`config.mk`:
```
export PLATFORM = sky130hd
export DESIGN_NAME = fft_frame_collector
export DESIGN_NICKNAME = d
export VERILOG_FILES = /design/src/rtl/fft_frame_collector.sv
export SDC_FILE = /design/constraint.sdc
export NUM_CORES = 1
export LEC_CHECK = 0
export CORE_ASPECT_RATIO = 0.5
export CORE_MARGIN = 1.5
export CORE_UTILIZATION = 47
export DETAILED_ROUTE_END_ITERATION = 12
export PLACE_DENSITY = 0.85
export SYNTH_ARGS = -nofsm -noshare
export SYNTH_HDL_FRONTEND = slang
export SYNTH_SLANG_ARGS = --single-unit
```
`constraint.sdc`:
```
create_clock -name clk -period 1.55 [get_ports clk]
set_clock_uncertainty 0.15 [all_clocks]
set_input_delay 0.31 -clock clk [delete_from_list [all_inputs] [get_ports clk]]
set_output_delay 0.31 -clock clk [all_outputs]
set_load 0.05 [all_outputs]
```
`src/rtl/fft_frame_collector.sv`:
```
`default_nettype none
// ============================================================================
// fft_frame_collector : serial sample stream -> ping-pong frames, bit-reversed
// Revision 1.0
// ============================================================================
module fft_frame_collector #(
  parameter int SAMPLES = 4,
  parameter int WIDTH   = 4
) (
  input  logic             clk,
  input  logic             rst_n,
  input  logic [WIDTH-1:0] in_sample,
  input  logic             in_valid,
  output logic             in_ready,
  input  logic             flush,
  output logic [WIDTH-1:0] frame_out [SAMPLES],
  output logic             frame_valid,
  input  logic             frame_ready,
  output logic [15:0]      frame_count
);

  localparam int              LOG2     = $clog2(SAMPLES);
  localparam logic [LOG2-1:0] LAST_IDX = LOG2'(SAMPLES - 1);

  typedef enum logic {
    BANK_EMPTY = 1'b0,
    BANK_FULL  = 1'b1
  } bank_state_e;

  bank_state_e      bank_state_q [2];
  bank_state_e      bank_state_d [2];
  logic [WIDTH-1:0] bank_q       [2][SAMPLES];
  logic [WIDTH-1:0] bank_d       [2][SAMPLES];
  logic             wr_bank_q, wr_bank_d;
  logic             rd_bank_q, rd_bank_d;
  logic [LOG2-1:0]  wr_cnt_q, wr_cnt_d;
  logic [15:0]      frame_count_q, frame_count_d;
  logic             accept;
  logic             release_frame;
  logic             last_sample;

  function automatic logic [LOG2-1:0] bitrev(input logic [LOG2-1:0] v);
    logic [LOG2-1:0] r;
    r = '0;
    for (int i = 0; i < LOG2; i++) begin
      r[i] = v[LOG2-1-i];
    end
    return r;
  endfunction

  // Outputs come straight from registers; in_ready never looks at in_valid.
  assign in_ready    = (bank_state_q[wr_bank_q] == BANK_EMPTY);
  assign frame_valid = (bank_state_q[rd_bank_q] == BANK_FULL);
  assign frame_out   = bank_q[rd_bank_q];
  assign frame_count = frame_count_q;

  always_comb begin
    accept        = in_valid && in_ready && !flush;
    release_frame = frame_valid && frame_ready;
    last_sample   = (wr_cnt_q == LAST_IDX);

    bank_d        = bank_q;
    bank_state_d  = bank_state_q;
    wr_bank_d     = wr_bank_q;
    rd_bank_d     = rd_bank_q;
    wr_cnt_d      = wr_cnt_q;
    frame_count_d = frame_count_q;

    if (accept) begin
      bank_d[wr_bank_q][bitrev(wr_cnt_q)] = in_sample;
    end

    // Read and write banks always differ when both events coincide.
    if (release_frame) begin
      bank_state_d[rd_bank_q] = BANK_EMPTY;
      rd_bank_d               = ~rd_bank_q;
      frame_count_d           = frame_count_q + 16'd1;
    end

    if (flush) begin
      wr_cnt_d = '0;
    end else if (accept) begin
      if (last_sample) begin
        bank_state_d[wr_bank_q] = BANK_FULL;
        wr_bank_d               = ~wr_bank_q;
        wr_cnt_d                = '0;
      end else begin
        wr_cnt_d = wr_cnt_q + LOG2'(1);
      end
    end
  end

  always_ff @(posedge clk or negedge rst_n) begin
    if (!rst_n) begin
      for (int b = 0; b < 2; b++) begin
        bank_state_q[b] <= BANK_EMPTY;
        for (int i = 0; i < SAMPLES; i++) begin
          bank_q[b][i] <= '0;
        end
      end
      wr_bank_q     <= 1'b0;
      rd_bank_q     <= 1'b0;
      wr_cnt_q      <= '0;
      frame_count_q <= 16'd0;
    end else begin
      bank_state_q  <= bank_state_d;
      bank_q        <= bank_d;
      wr_bank_q     <= wr_bank_d;
      rd_bank_q     <= rd_bank_d;
      wr_cnt_q      <= wr_cnt_d;
      frame_count_q <= frame_count_d;
    end
  end

endmodule
`default_nettype wire

```
==> results.json, run 1 <==
{
  "crit_arrival_ps": 1970,
  "cp_top_family": "simple AND/OR/NAND/NOR gates",
  "drc": 0,
  "num_vias": 1837,
  "synth_nets": 194,
  "finalCritPeriodShare": 1.241,
  "drt_iter0_drc": 124,
  "syn2layout_area_growth_pct": 65.73,
  "ys.warnings.count": 0,
  "via_per_inst": 5.419,
  "drt-total-wl_um": 7578,
  "synth_commonest_cells": "dfrtp_1, mux2_2, nand2_1",
  "track_usage": 0.2629,
  "die_w_um": 104.3,
  "port_buffers": 42,
  "p_per_area_nw_per_um2": 1454,
  "slew_headroom": 0.7170,
  "hp-class": "input port to async pin",
  "ys_ff_latch": 54,
  "status": "complete, but fails checks",
  "cp_cell_sequence": "buf_6 -> mux2i_4 -> buf_6 -> nor3_4 -> nand4_1 -> xnor2_2",
  "ys.flop_type": "dfrtp_1",
  "drtPass1Iterations": 4,
  "yosysSeqAreaShare": 0.5607,
  "fin_cells": 339,
  "crit_top_cell": "buf_6",
  "postSynthCellCount": 180,
  "crit_type": "register to register",
  "grt_pass1_wl_um": 10600,
  "worst_slew_pin_slew_ps": 424.5,
  "worst-path-buf-inv": 2,
  "grt_overflow": 0,
  "place_hpwl_um": 3784,
  "synth_edf_count": 0,
  "grt_max_degree": 39,
  "dpl.cell_count": 310,
  "r2r_start": "rd_bank_q$_DFFE_PN0N_",
  "die_area_um2": 5592,
  "max_stage_delay_ps": 470,
  "die_h_um": 53.63,
  "finalPower_uw": 5805,
  "synth_cell_types": 22,
  "gp_congestion": 0.7676,
  "p_leak_uw": 0.001993,
  "crit_path_end_kind": "register",
  "yosys.area.top_type_share": 0.5607,
  "clock-root-buffer": "clkbuf_8",
  "grt_pass1_vias": 1936,
  "setup_viol": 51,
  "fin_nets": 282,
  "synth_top_area_cell": "dfrtp_1",
  "grt_use_met1": 0.3067,
  "busiest_layer": "met2",
  "startpoint": "rd_bank_q$_DFFE_PN0N_",
  "grt_antenna_before_repair": 0,
  "row_count": 18,
  "antenna_left": 0,
  "grt_use_met3": 0.06053,
  "maxCapViolCount": 0,
  "coreArea_um2": 4932,
  "finalHoldViolations": 0,
  "rsz0062_at_grt": "yes",
  "worstSetupStartpointType": "register",
  "ctsHtreeMaxLevel": 2,
  "clkLatencyLatePin_ps": 330,
  "maxSlewViolCount": 0,
  "fin_ws_ps": -373.4,
  "ys_top_cells_by_area": "dfrtp_1, mux2_2, xnor2_1",
  "routedWlPerCell_um": 22.35,
  "fin_crit_ps": 1923,
  "fmax_ghz": 0.5199,
  "vdd_drop_max_uv": 1082,
  "clock_path_buffers": 2,
  "cp.required_ps": 1600,
  "cts_made_buffers": 5,
  "antennaDiodeCount": 0,
  "synth.cell_area_um2": 2410,
  "met2_usage": 0.4803,
  "cts_tree": "yes",
  "syn_avg_cell_area_um2": 13.39,
  "ioPinCount": 43,
  "async_flop_share": 1.000,
  "synth_most_common_cell": "dfrtp_1",
  "final_layout_size_suffix_gt1_frac": 0.6691,
  "clock-sinks": 54,
  "initial_utilization": 0.4886,
  "path_max_fanout": 4,
  "violations": "setup timing",
  "cp_slowest_cell": "dfrtp_2",
  "clkTransAtPathRegs_ps": 100,
  "post-route-util": 0.8097
}
placed cells by master (no fill, tap or decap), types with 4 or more instances in the layout:
master	instances
buf_12	25
buf_4	25
buf_6	16
buf_8	9
clkbuf_8	5
clkdlybuf4s50_1	5
dfrtp_1	41
dfrtp_2	13
mux2_2	31
mux2_4	18
nand2_1	7
nand2_4	12
nand3_2	4
nand4_1	5
xnor2_1	8
xnor2_2	6
flip-flops by register name, indices dropped and copies added, names as in the netlist:
register / count
bank_state_q: 2
bank_q: 32
frame_count: 16
wr_cnt_q: 2
wr_bank_q: 1
rd_bank_q: 1
layout make-up:
type / instances / area, um2
clock inverters: 2 / 37.54
multi-input cells: 119 / 1321
repair buffers: 84 / 1090
clock buffers: 6 / 72.57
inverters: 4 / 17.52
flip-flops and latches: 54 / 1368
well taps: 70 / 87.58
fillers: 214 / 938.4
logic make-up (layout without fill, tap and decap cells):
logic type | count (synthesis) | in the layout | share of synthesized area
buf+inv | 7 | 96 | 0.01090
simple gates | 42 | 42 | 0.09605
xor+xnor | 16 | 16 | 0.05815
fa+ha+maj | 5 | 5 | 0.02596
compound gates | 5 | 5 | 0.01091
flops | 54 | 54 | 0.5607
mux | 51 | 51 | 0.2373
power by group:
part | total (uW) | internal, uW | leakage, uW | switching [uW]
clock | 995 | 483 | 0.0000514 | 512
combinational | 2890 | 1430 | 0.00124 | 1460
sequential | 1920 | 1690 | 0.000697 | 232
routing by layer:
metal  vias to the layer above  wire, um
met5                         -         0
met4                         0       258
met3                        25       331
met2                        64      3939
met1                       940      3049
li1                        808         -
path summary, 6_finish.rpt:
check                                         endpoint  slack, ps  cells past startpoint
setup / recovery           frame_count[15]$_DFFE_PN0N_       -370                      6
hold / removal              frame_count[3]$_DFFE_PN0N_        290                      2
setup reg to reg           frame_count[15]$_DFFE_PN0N_       -370                      6
hold reg to reg                 bank_q[11]$_DFFE_PN0P_        370                      1
max in group asynchronous       bank_q[15]$_DFFE_PN0P_        400                      3
min in group clk               wr_cnt_q[1]$_DFFE_PN0P_        350                      3
metrics by stage:
step	setup WS (ps)	setup TNS, ps	hold WS [ps]	instance area (um2)
after floorplan	-65.66	-506.9	-135.6	2509
after global placement	-428.4	-17070	99.73	3383
after detailed placement	-466.3	-18750	110.4	3383
after CTS	-418.2	-9361	306.8	3767
after global routing	-416.0	-13170	323.9	3994
final	-373.4	-11120	288.7	3994
worst register-to-register path: cells and delay by family, from the launching register on:
| family | cells | cell delay (ps) |
|---|---|---|
| mux | 1 | 200 |
| xor+xnor | 1 | 200 |
| simple gates | 2 | 490 |
| buf+inv | 2 | 300 |
| flops | 1 | 470 |
repair_timing:
item                                   4_1_cts  5_1_grt
setup buffers                               12       10
pin swaps                                    9       17
hold buffers                                 1        0
cloned                                       1        0
gates resized for setup                     39       50
endpoints found under the hold margin       16        0
setup endpoints to repair                   58       65
No activity file was read; power rests on OpenSTA's default activity.
==> inputs of run 2 (changes only) <==
--- a/config.mk
+++ b/config.mk
@@ -5,9 +5,13 @@
 export SDC_FILE = /design/constraint.sdc
 export NUM_CORES = 1
 export LEC_CHECK = 0
+export CAP_MARGIN = 25
+export CELL_PAD_IN_SITES_DETAIL_PLACEMENT = 1
+export CELL_PAD_IN_SITES_GLOBAL_PLACEMENT = 2
 export CORE_ASPECT_RATIO = 0.5
 export CORE_MARGIN = 1.5
-export CORE_UTILIZATION = 47
+export CORE_UTILIZATION = 32
+export CTS_CLUSTER_DIAMETER = 120
 export DETAILED_ROUTE_END_ITERATION = 12
 export PLACE_DENSITY = 0.85
 export SYNTH_ARGS = -nofsm -noshare
==> run 2 against run 1 <==
The flow still finishes with violations (setup timing); critical path depth fell by 3; register-to-register slack better by 150 ps; maximum frequency grew 4.6%; flip-flop and latch count unchanged; clock power increased by 31%; sequential power decreased by 2%; non-clock buffer count decreased by 10; largest cell class unchanged; global-route usage is 10 points lower.
==> results.json, run 2 (synthesis gave the netlist of run 1 again) <==
{
  "largest_reg_flops": 32,
  "maxSlewViolCount": 0,
  "cp_cell_sequence": "buf_12 -> mux2_2 -> buf_6",
  "finalCritPeriodShare": 1.187,
  "grt_pass1_wl_um": 10090,
  "clock_path_buffers": 2,
  "clkLatencyLatePin_ps": 290,
  "rsz0062_at_grt": "yes",
  "drtPass1Iterations": 4,
  "antenna_left": 0,
  "drt-total-wl_um": 6065,
  "clkTransAtPathRegs_ps": 70,
  "finalHoldViolations": 0,
  "setup_viol": 53,
  "crit_arrival_ps": 1380,
  "p_leak_uw": 0.001815,
  "coreArea_um2": 7322,
  "grt_max_degree": 42,
  "die_w_um": 125.7,
  "fin_crit_ps": 1839,
  "path_max_fanout": 14,
  "crit_type": "register to primary output",
  "slew_headroom": 0.7590,
  "crit_path_end_kind": "primary output",
  "status": "complete, but fails checks",
  "cts_tree": "yes",
  "num_vias": 1697,
  "via_per_inst": 4.780,
  "vdd_drop_max_uv": 563.3,
  "worstSetupStartpointType": "register",
  "worst_slew_pin_slew_ps": 360.4,
  "place_hpwl_um": 4096,
  "final_cell_mix": "mux2_2, dfrtp_1, buf_12",
  "syn2layout_area_growth_pct": 60.33,
  "fin_cells": 355,
  "clock-root-buffer": "clkbuf_16",
  "track_usage": 0.1596,
  "ioPinCount": 43,
  "final_layout_size_suffix_gt1_frac": 0.6332,
  "top_register": "bank_q",
  "cp.required_ps": 1090,
  "fin_hold_ws_ps": 321.1,
  "routedWlPerCell_um": 17.08,
  "cp_slowest_cell": "dfrtp_2",
  "fmax_ghz": 0.5437,
  "ctsHtreeMaxLevel": 2,
  "grt_overflow": 0,
  "fill_cells": 751,
  "gp_congestion": 0.6928,
  "maxCapViolCount": 0,
  "drt_iter0_drc": 53,
  "post-route-util": 0.5277,
  "antennaDiodeCount": 0,
  "clock-sinks": 54,
  "initial_utilization": 0.3291,
  "max_stage_delay_ps": 410,
  "dpl.cell_count": 336,
  "drc": 0,
  "cts_made_buffers": 5,
  "row_count": 22,
  "hp-class": "input port to async pin",
  "port_buffers": 42,
  "fin_nets": 272,
  "violations": "setup timing",
  "grt_pass1_vias": 1984,
  "fin_ws_ps": -289.3,
  "grt_antenna_before_repair": 0,
  "die_h_um": 64.36,
  "layout_commonest_cell": "mux2_2",
  "die_area_um2": 8092,
  "p_per_area_nw_per_um2": 1464
}
-- run 2: worst paths after layout --
kind | startpoint | endpoint | slack, ps | cells after the start
max | rd_bank_q$_DFFE_PN0N_ | frame_out[10] | -290 | 3
min | rst_n | frame_count[10]$_DFFE_PN0N_ | 320 | 2
max reg2reg | rd_bank_q$_DFFE_PN0N_ | frame_count[15]$_DFFE_PN0N_ | -220 | 6
min reg2reg | bank_q[27]$_DFFE_PN0P_ | bank_q[27]$_DFFE_PN0P_ | 360 | 1
max in group asynchronous | rst_n | rd_bank_q$_DFFE_PN0N_ | 390 | 3
min in group clk | in_valid | wr_cnt_q[1]$_DFFE_PN0P_ | 360 | 3
-- run 2: through the flow --
step | setup WS, ps | total power [uW] | setup TNS [ps] | instance area, um2
6_report | -289.3 | 5658 | -6912 | 3864
5_1_grt | -320.4 | 5867 | -9492 | 3864
4_1_cts | -305.1 | 5646 | -6953 | 3761
3_5_place_dp | -448.0 | 4159 | -20060 | 3416
3_3_place_gp | -443.5 | 4093 | -18230 | 3416
2_1_floorplan | -65.66 | 3303 | -506.9 | 2509
-- run 2: layout make-up --
type | count | area (um2) | share of cell area
repair buffers | 74 | 947.2 | 0.2451
clock inverters | 3 | 47.55 | 0.01231
inverters | 4 | 17.52 | 0.004534
flip-flops and latches | 54 | 1368 | 0.3539
clock buffers | 5 | 125.1 | 0.03238
well taps | 96 | 120.1 | 0.03109
multi-input cells | 119 | 1239 | 0.3206
-- run 2: what timing repair did --
item,in CTS,in global routing
setup buffers,8,2
resized for setup,33,19
hold buffers,1,0
pin swaps,16,6
gates cloned,0,0
hold endpoints to repair,13,0
endpoints found under the setup margin,65,64
-- run 2: critical path: cells and delay by family (launching register included) --
kind	cells	cell delay, ps
buffers and inverters	2	330
muxes	1	360
DFF	1	410
-- run 2: per-layer routing --
| layer | vias up | track usage | routed length (um) |
|---|---|---|---|
| met5 | - | 0 | 0 |
| met4 | 0 | 0.04215 | 52 |
| met3 | 4 | 0.02848 | 122 |
| met2 | 16 | 0.3015 | 3258 |
| met1 | 890 | 0.1887 | 2632 |
| li1 | 787 | - | - |
-- run 2: power breakdown --
group	leakage, uW	switching, uW	internal (uW)
Combinational	0.00103	1300	1170
Clock	0.0000844	525	771
Sequential	0.000697	194	1690
